$ cat config.mk
export PLATFORM = sky130hd
export DESIGN_NAME = sa_matmul_engine
export DESIGN_NICKNAME = d
export VERILOG_FILES = /design/src/rtl/sa_pkg.sv /design/src/rtl/sa_pe.sv /design/src/rtl/sa_matmul_engine.sv
export SDC_FILE = /design/constraint.sdc
export NUM_CORES = 2
export LEC_CHECK = 0
export CAP_MARGIN = 20
export CORE_MARGIN = 8
export CORE_UTILIZATION = 30
export DETAILED_ROUTE_END_ITERATION = 12
export DONT_BUFFER_PORTS = 1
export PLACE_DENSITY = 0.44
export RECOVER_POWER = 100
export SYNTH_ARGS = -nofsm -noshare
export SYNTH_HDL_FRONTEND = slang
export SYNTH_SLANG_ARGS = --single-unit
$ cat constraint.sdc
create_clock -name clk -period 9.36 [get_ports clk]
set_input_delay 2.34 -clock clk [delete_from_list [all_inputs] [get_ports clk]]
set_output_delay 2.34 -clock clk [all_outputs]
set_load 0.01 [all_outputs]
$ cat src/rtl/sa_pkg.sv
// ----------------------------------------------------------------------------
// sa_pkg
// Shared definitions for the systolic matrix-multiply engine:
//   - default array geometry / operand / accumulator widths
//   - engine FSM state encoding
//   - width derivation helpers (k_len counter width, generic counter width)
// ----------------------------------------------------------------------------
package sa_pkg;

    localparam int DIM_DEF  = 4;
    localparam int DW_DEF   = 8;
    localparam int AW_DEF   = 20;
    localparam int KMAX_DEF = 16;

    typedef enum logic [1:0] {
        ST_IDLE  = 2'd0,
        ST_LOAD  = 2'd1,
        ST_FLUSH = 2'd2,
        ST_DRAIN = 2'd3
    } sa_state_e;

    // Width able to hold 0..kmax inclusive.
    function automatic int kw_of(input int kmax);
        return $clog2(kmax + 1);
    endfunction

    // Width able to index 0..n-1, never narrower than one bit.
    function automatic int cw_of(input int n);
        return (n > 1) ? $clog2(n) : 1;
    endfunction

endpackage

$ cat src/rtl/sa_pe.sv
// ----------------------------------------------------------------------------
// sa_pe
// One multiply-accumulate cell of the output-stationary array.
//   clk, rstn   clock, synchronous active-low reset
//   clr         synchronous accumulator clear (job start)
//   signed_en   1: operands are two's complement, 0: unsigned
//   a_in/b_in   {valid tag, operand} arriving from the left / from above
//   a_out/b_out the same words registered once, forwarded right / down
//   acc         running sum, wraps modulo 2^AW
// ----------------------------------------------------------------------------
module sa_pe
    import sa_pkg::*;
#(
    parameter int DW = DW_DEF,
    parameter int AW = AW_DEF
) (
    input  logic          clk,
    input  logic          rstn,
    input  logic          clr,
    input  logic          signed_en,
    input  logic [DW:0]   a_in,
    input  logic [DW:0]   b_in,
    output logic [DW:0]   a_out,
    output logic [DW:0]   b_out,
    output logic [AW-1:0] acc
);

    logic [AW-1:0] prod_s;

    // Widen an operand to the accumulator width; sign bit replicated only in signed mode.
    function automatic logic [AW-1:0] ext(input logic [DW-1:0] v, input logic sgn);
        return {{(AW-DW){sgn & v[DW-1]}}, v};
    endfunction

    // An AW-bit product of the widened operands is exact modulo 2^AW for both modes.
    assign prod_s = ext(a_in[DW-1:0], signed_en) * ext(b_in[DW-1:0], signed_en);

    // Forwarding registers: one stage per hop keeps A and B wavefronts aligned.
    always_ff @(posedge clk) begin
        if (!rstn) begin
            a_out <= '0;
            b_out <= '0;
        end else begin
            a_out <= a_in;
            b_out <= b_in;
        end
    end

    // Accumulator: bubbles (either tag low) leave the sum untouched.
    always_ff @(posedge clk) begin
        if (!rstn) begin
            acc <= '0;
        end else if (clr) begin
            acc <= '0;
        end else if (a_in[DW] && b_in[DW]) begin
            acc <= acc + prod_s;
        end else begin
            acc <= acc;
        end
    end

endmodule

$ cat src/rtl/sa_matmul_engine.sv
// ----------------------------------------------------------------------------
// sa_matmul_engine
// Output-stationary systolic engine computing C[DIMxDIM] = A[DIMxK] * B[KxDIM].
// Ports:
//   clk, rstn            clock, synchronous active-low reset (abandons any job)
//   start, k_len,        launch a job (IDLE only); K and operand signedness are
//   signed_en            latched at launch
//   in_valid/in_ready    one beat = column k of A (a_col) + row k of B (b_row)
//   a_col, b_row         A[i][k] at [i*DW +: DW], B[k][j] at [j*DW +: DW]
//   out_valid/out_ready  one result row per handshake, rows 0..DIM-1 in order
//   out_row, out_last    C[r][j] at [j*AW +: AW]; out_last marks row DIM-1
//   busy, done           busy outside IDLE; done pulses after the last row
// Input skew lines and the job FSM live here; the MAC cells are sa_pe.
// ----------------------------------------------------------------------------
module sa_matmul_engine
    import sa_pkg::*;
#(
    parameter  int DIM  = DIM_DEF,
    parameter  int DW   = DW_DEF,
    parameter  int AW   = AW_DEF,
    parameter  int KMAX = KMAX_DEF,
    localparam int KW   = kw_of(KMAX)
) (
    input  logic              clk,
    input  logic              rstn,
    input  logic              start,
    input  logic [KW-1:0]     k_len,
    input  logic              signed_en,
    input  logic              in_valid,
    output logic              in_ready,
    input  logic [DIM*DW-1:0] a_col,
    input  logic [DIM*DW-1:0] b_row,
    output logic              out_valid,
    input  logic              out_ready,
    output logic [DIM*AW-1:0] out_row,
    output logic              out_last,
    output logic              busy,
    output logic              done
);

    // The last beat needs 2*DIM-2 hops to reach the far corner PE, plus one edge to accumulate.
    localparam int FLUSH_LEN = 2 * DIM - 1;
    localparam int FW        = cw_of(FLUSH_LEN);
    localparam int RW        = cw_of(DIM);

    sa_state_e         state_r;
    logic [KW-1:0]     k_len_r;
    logic [KW-1:0]     beat_cnt_r;
    logic [FW-1:0]     flush_cnt_r;
    logic [RW-1:0]     row_cnt_r;
    logic              signed_r;
    logic              in_ready_r;
    logic              out_valid_r;
    logic              out_last_r;
    logic              busy_r;
    logic              done_r;
    logic [DIM*AW-1:0] out_row_r;

    logic              fire_s;
    logic              clr_s;
    logic [RW-1:0]     row_idx_s;
    logic [DIM*AW-1:0] row_pick_s;
    logic              unused_edge_s;

    // Array interconnect: a_h_s runs left->right per row, b_v_s top->bottom per column.
    logic [DW:0]       a_h_s [DIM][DIM+1];
    logic [DW:0]       b_v_s [DIM+1][DIM];
    logic [AW-1:0]     acc_s [DIM][DIM];

    assign fire_s    = in_valid & in_ready_r;
    assign clr_s     = (state_r == ST_IDLE) & start;

    assign in_ready  = in_ready_r;
    assign out_valid = out_valid_r;
    assign out_last  = out_last_r;
    assign out_row   = out_row_r;
    assign busy      = busy_r;
    assign done      = done_r;

    // Skew lines: lane i is delayed i cycles; a cycle without an accepted beat enters as a bubble.
    for (genvar i = 0; i < DIM; i++) begin : g_skew
        logic [DW:0] a_word_s;
        logic [DW:0] b_word_s;

        assign a_word_s = {fire_s, {DW{fire_s}} & a_col[i*DW +: DW]};
        assign b_word_s = {fire_s, {DW{fire_s}} & b_row[i*DW +: DW]};

        if (i == 0) begin : g_direct
            assign a_h_s[i][0] = a_word_s;
            assign b_v_s[0][i] = b_word_s;
        end else begin : g_delay
            logic [DW:0] a_sh_r [i];
            logic [DW:0] b_sh_r [i];

            // Shift the tagged words one stage per cycle.
            always_ff @(posedge clk) begin
                if (!rstn) begin
                    for (int k = 0; k < i; k++) begin
                        a_sh_r[k] <= '0;
                        b_sh_r[k] <= '0;
                    end
                end else begin
                    a_sh_r[0] <= a_word_s;
                    b_sh_r[0] <= b_word_s;
                    for (int k = 1; k < i; k++) begin
                        a_sh_r[k] <= a_sh_r[k-1];
                        b_sh_r[k] <= b_sh_r[k-1];
                    end
                end
            end

            assign a_h_s[i][0] = a_sh_r[i-1];
            assign b_v_s[0][i] = b_sh_r[i-1];
        end
    end

    for (genvar i = 0; i < DIM; i++) begin : g_row
        for (genvar j = 0; j < DIM; j++) begin : g_col
            sa_pe #(
                .DW (DW),
                .AW (AW)
            ) u_pe (
                .clk       (clk),
                .rstn      (rstn),
                .clr       (clr_s),
                .signed_en (signed_r),
                .a_in      (a_h_s[i][j]),
                .b_in      (b_v_s[i][j]),
                .a_out     (a_h_s[i][j+1]),
                .b_out     (b_v_s[i+1][j]),
                .acc       (acc_s[i][j])
            );
        end
    end

    // Words leaving the right and bottom edges of the array are simply dropped.
    always_comb begin
        unused_edge_s = 1'b0;
        for (int i = 0; i < DIM; i++) begin
            unused_edge_s = unused_edge_s ^ (^a_h_s[i][DIM]) ^ (^b_v_s[DIM][i]);
        end
    end

    // Row to load into the output register next: row 0 when leaving FLUSH, else the following row.
    always_comb begin
        row_pick_s = '0;
        if (state_r == ST_FLUSH) begin
            row_idx_s = '0;
        end else begin
            row_idx_s = row_cnt_r + RW'(1);
        end
        for (int j = 0; j < DIM; j++) begin
            row_pick_s[j*AW +: AW] = acc_s[row_idx_s][j];
        end
    end

    // Job FSM with registered handshake/status outputs.
    always_ff @(posedge clk) begin
        if (!rstn) begin
            state_r     <= ST_IDLE;
            k_len_r     <= '0;
            beat_cnt_r  <= '0;
            flush_cnt_r <= '0;
            row_cnt_r   <= '0;
            signed_r    <= 1'b0;
            in_ready_r  <= 1'b0;
            out_valid_r <= 1'b0;
            out_last_r  <= 1'b0;
            busy_r      <= 1'b0;
            done_r      <= 1'b0;
            out_row_r   <= '0;
        end else begin
            case (state_r)
                ST_IDLE: begin
                    done_r <= 1'b0;
                    if (start) begin
                        k_len_r    <= k_len;
                        signed_r   <= signed_en;
                        beat_cnt_r <= '0;
                        busy_r     <= 1'b1;
                        if (k_len == KW'(0)) begin
                            // Empty product: accumulators are being cleared, drain zeros.
                            state_r     <= ST_DRAIN;
                            out_valid_r <= 1'b1;
                            out_last_r  <= (DIM == 1);
                            row_cnt_r   <= '0;
                            out_row_r   <= '0;
                        end else begin
                            state_r    <= ST_LOAD;
                            in_ready_r <= 1'b1;
                        end
                    end
                end
                ST_LOAD: begin
                    if (fire_s) begin
                        beat_cnt_r <= beat_cnt_r + KW'(1);
                        if (beat_cnt_r == k_len_r - KW'(1)) begin
                            state_r     <= ST_FLUSH;
                            in_ready_r  <= 1'b0;
                            flush_cnt_r <= '0;
                        end
                    end
                end
                ST_FLUSH: begin
                    if (flush_cnt_r == FW'(FLUSH_LEN - 1)) begin
                        state_r     <= ST_DRAIN;
                        out_valid_r <= 1'b1;
                        out_last_r  <= (DIM == 1);
                        row_cnt_r   <= '0;
                        out_row_r   <= row_pick_s;
                    end else begin
                        flush_cnt_r <= flush_cnt_r + FW'(1);
                    end
                end
                ST_DRAIN: begin
                    if (out_ready) begin
                        if (out_last_r) begin
                            state_r     <= ST_IDLE;
                            out_valid_r <= 1'b0;
                            out_last_r  <= 1'b0;
                            busy_r      <= 1'b0;
                            done_r      <= 1'b1;
                        end else begin
                            row_cnt_r   <= row_cnt_r + RW'(1);
                            out_last_r  <= (row_cnt_r == RW'(DIM - 2));
                            out_row_r   <= row_pick_s;
                        end
                    end
                end
                default: begin
                    state_r <= ST_IDLE;
                end
            endcase
        end
    end

endmodule

==> qor.txt <==
OUTCOME
----------------------------------------------------------------------------
Status ........................................................ complete, but fails checks
Violations in the final reports ............................... capacitance limit, slew limit

STA
----------------------------------------------------------------------------
Max-slew violation count ......................................          519
Smallest hold slack ...........................................     0.427 ns
Final sum of negative setup slack .............................         0 ns
Slew @ Worst Pin ..............................................      3.79 ns
Final Worst Setup Slack .......................................     0.927 ns
Count of final hold-check violations ..........................            0
Final-report setup violation count ............................            0
Worst Clk Skew ................................................    0.0520 ns
Slew headroom .................................................        -1.53
Max Clk Rate ..................................................      119 MHz
Final worst-path cycle share ..................................        0.901
Setup repair after global routing missed its margin ...........           no
Min Tclk post-route ...........................................      8.43 ns

FLOORPLANNING
----------------------------------------------------------------------------
Effective utilization at floorplan ............................        0.301
Die boundary width ............................................       556 um
Total Die Area ................................................  310000 um^2
Num rows ......................................................          198
Vertical extent of the die ....................................       556 um
Top Ports .....................................................          160
Area of the core ..............................................  291000 um^2

SYNTHESIS
----------------------------------------------------------------------------
Post-synthesis sequential area ratio ..........................        0.164
Adder-Cell Fraction of Synth Area .............................        0.391
Count of synthesis-stage warnings from yosys ..................            0
Post-synthesis instance area ..................................   87600 um^2
Mean instance size in the synthesized netlist .................    8.80 um^2
Area fraction of the dominant cell type after synthesis .......        0.260
Number of distinct library cells after synthesis ..............           86
Count of flip-flops with a built-in enable after synthesis ....            0
Compound-cell area share of the yosys netlist .................        0.107
Register bit total from synthesis .............................          717
Async S/R FF share, synth .....................................            0
Cell types with the largest area share after synthesis ........ sky130_fd_sc_hd__fa_1 26%, sky130_fd_sc_hd__dfxtp_1 16%, sky130_fd_sc_hd__ha_1 13%
Xor and xnor fraction of the mapped netlist area ..............       0.0551
Synthesized netlist net count .................................        12089
Synth Flop Type ............................................... sky130_fd_sc_hd__dfxtp_1
Most frequent cells after synthesis ........................... 1617 x sky130_fd_sc_hd__inv_1, 1136 x sky130_fd_sc_hd__fa_1, 923 x sky130_fd_sc_hd__ha_1
Portion of netlist area occupied by mux cells .................       0.0330
Combinational family with the most area after synthesis .......  adder cells
Cell with the most instances after synthesis .................. sky130_fd_sc_hd__inv_1
Count of mapped cells out of synthesis ........................         9955
Share of synthesized cell area in and, or, nand and nor gates .        0.161
Largest area contributor in the netlist ....................... sky130_fd_sc_hd__fa_1

CLOCK NETWORK
----------------------------------------------------------------------------
Maximum clock path buffer count ...............................            3
CTS clk-pin slew, worst paths .................................      0.05 ns
Post-CTS setup buffer count ...................................            0
Resized Gates After CTS .......................................            0
Number of clock buffers inserted by TritonCTS .................          103
Buffer type at the clock tree root ............................ sky130_fd_sc_hd__clkbuf_16
Clk sink count ................................................          717
CTS tree ......................................................        built
Hold buffers post-CTS .........................................            0
Clock H-tree levels ...........................................            3
Clock network latency to the later pin of the worst-skew pair .      0.77 ns

FINISH
----------------------------------------------------------------------------
Final net count ...............................................        11795
Area taken by multi-input logic gates .........................   65500 um^2
Area overhead of the layout relative to synthesis .............        8.32%
Final cell count without fillers ..............................        13668
Share of post-route cells with drive strength above 1 .........       0.0431
Fill cells ....................................................        30517
Total area of sequential cells ................................   14400 um^2

WORST SETUP PATH
----------------------------------------------------------------------------
Kind of end point of the critical path ........................         flop
Critical register-to-register path endpoint ................... g_row[1].g_col[3].u_pe.acc[19]
Largest fanout on the critical path ...........................           14
CP arrival ....................................................      9.02 ns
Kind of start point of the critical path ...................... primary input
Req. time, crit path ..........................................      9.95 ns
Launching point of the worst reg2reg path .....................     signed_r
Worst setup path class ........................................ primary input to flop
Setup slack on the worst flop-to-flop path ....................      1.01 ns
Reg2Reg Depth .................................................           27

POWER AND IR DROP
----------------------------------------------------------------------------
Power density over cell area .................................. 97.3 nW/um^2
VDD IR max ....................................................   0.000162 V
Reported leakage power ........................................      43.5 nW

ROUTING
----------------------------------------------------------------------------
Via count .....................................................        65336
Total Routed Length ...........................................    261000 um
First drt pass iteration count ................................            5
Via density per instance ......................................         4.78
Remaining design rule violation count .........................            0
Mean routed wirelength per cell ...............................      19.1 um
Iteration-0 DRC Markers .......................................         3072
ANT nets after route ..........................................            0

MIN PATH
----------------------------------------------------------------------------
Number of cells on the worst hold path ........................            1
Class of the tightest hold or removal check ................... flop to flop
Hold wc startpoint ............................................ g_skew[3].g_delay.a_sh_r[0][3]
Hold path endpoint ............................................ g_skew[3].g_delay.a_sh_r[0][12]

RUN
----------------------------------------------------------------------------
Number of violations of the max-capacitance limit .............            9

PLACED DESIGN
----------------------------------------------------------------------------
Port-buffer cells .............................................            0
HPWL reported at the end of detailed placement ................    208000 um
Total placed cells including tap cells ........................        13456
Worst slack at placement ......................................     0.485 ns
Global placement routability congestion .......................        0.829

GRT
----------------------------------------------------------------------------
First-pass GRT wire length ....................................    406000 um
Initial antenna violation count ...............................           18
Largest net degree at the start of global routing .............          333
Total overflow reported by the global router ..................            0
Number of global-route vias before repair .....................        68480
Total track usage .............................................        0.167

-- cells by family after synthesis --
| kind of cell | after synthesis |
|---|---|
| adder cells (fa/ha/maj) | 2059 |
| XOR/XNOR | 550 |
| AO/OA/AOI/OAI | 1381 |
| buffers and inverters | 2064 |
| multiplexers | 282 |
| AND/OR/NAND/NOR | 2902 |
| flip-flops | 717 |
-- layout make-up --
type / count / area share
Timing Repair Buffer: 47 / 0.00323
Clock inverter: 59 / 0.00833
Clock buffer: 130 / 0.0304
Tap cell: 3900 / 0.0514
Antenna cell: 23 / 0.000606
Sequential cell: 717 / 0.151
Multi-Input combinational cell: 7174 / 0.691
Inverter: 1618 / 0.0640
-- layout by cell type (no fill, tap or decap), drive strengths merged, types with 79 or more instances in the layout --
master  synthesis  routed
a211oi         79      79
a21o          115     115
a21oi         392     392
and2          737     737
and3          126     126
clkbuf        404     146
dfxtp         717     717
fa           1136    1136
ha            923     923
inv          1617    1632
mux2i         228     228
nand2         889     889
nand3         161     161
nor2          594     594
nor2b          97      97
nor3          115     115
o21ai         232     232
xnor2         453     453
xor2           97      97
-- where the power goes --
group	total (W)	internal, W	switching (W)
clock network	0.00434	0.00261	0.00174
logic	0.00153	0.000372	0.00115
registers	0.00336	0.00315	0.000212
total	0.00923	0.00613	0.00310
-- flip-flops by register name (all words and copies together) (netlist names), 3 cells and up --
name and cells:
g_row.g_col.u_pe.acc 320, g_skew.g_delay.b_sh_r 50, g_row.g_col.u_pe.a_out 97, flush_cnt_r 3, g_skew.g_delay.a_sh_r 48, k_len_r 5, out_row 80, g_row.g_col.u_pe.b_out 99
beat_cnt_r 5
-- per-stage QoR --
stage	utilization	total power, W	instance area, um^2
after global placement	0.314	0.00500	91300
after floorplan	-	0.00427	87600
after detailed placement	0.314	0.00501	91300
after global routing	0.326	0.00966	94900
after CTS	0.327	0.00945	95000
final	0.326	0.00923	94900
-- critical path, cell delays in order --
cell,delay [ns]
sky130_fd_sc_hd__and2_0,0.45
sky130_fd_sc_hd__nand3_1,0.16
sky130_fd_sc_hd__or2_2,0.31
sky130_fd_sc_hd__fa_1,0.47
sky130_fd_sc_hd__fa_1,0.49
sky130_fd_sc_hd__inv_1,0.05
sky130_fd_sc_hd__fa_1,0.44
sky130_fd_sc_hd__fa_1,0.49
sky130_fd_sc_hd__inv_1,0.05
sky130_fd_sc_hd__fa_1,0.49
sky130_fd_sc_hd__inv_1,0.04
sky130_fd_sc_hd__ha_1,0.32
sky130_fd_sc_hd__inv_1,0.07
sky130_fd_sc_hd__o21bai_1,0.07
sky130_fd_sc_hd__a21oi_1,0.21
sky130_fd_sc_hd__nor2b_1,0.09
sky130_fd_sc_hd__o2111ai_1,0.19
sky130_fd_sc_hd__nand3_1,0.15
sky130_fd_sc_hd__o41ai_1,0.40
sky130_fd_sc_hd__xnor2_1,0.19
sky130_fd_sc_hd__ha_1,0.37
sky130_fd_sc_hd__nand3_1,0.10
sky130_fd_sc_hd__nand2_1,0.07
sky130_fd_sc_hd__a41oi_1,0.27
sky130_fd_sc_hd__a21oi_1,0.13
sky130_fd_sc_hd__xnor2_1,0.15
sky130_fd_sc_hd__or3_1,0.32
sky130_fd_sc_hd__a21oi_1,0.14
-- how the worst max path moves through the flow --
stage	start	end	slack [ns]	cells after the start
finish	in_valid	g_row[0].g_col[0].u_pe.acc[19]	0.93	28
floorplan	in_valid	g_row[0].g_col[0].u_pe.acc[19]	0.71	32
global placement	b_row[0]	g_row[0].g_col[0].u_pe.acc[19]	0.54	24
CTS	b_row[0]	g_row[0].g_col[0].u_pe.acc[19]	1.29	27
detailed placement	b_row[0]	g_row[0].g_col[0].u_pe.acc[19]	0.48	27
global route	in_valid	g_row[0].g_col[0].u_pe.acc[19]	0.35	30
-- per-layer routing --
layer  share of wire  up-vias  global-route usage  routed length [um]
li1                -    31382                   -                   -
met1            0.45    32718               0.219              119000
met2            0.48      970               0.288              126000
met3           0.037      266              0.0194                9600
met4           0.026        0              0.0476                6790
met5               0        -                   0                   0
(Power assumes the default switching activity.)
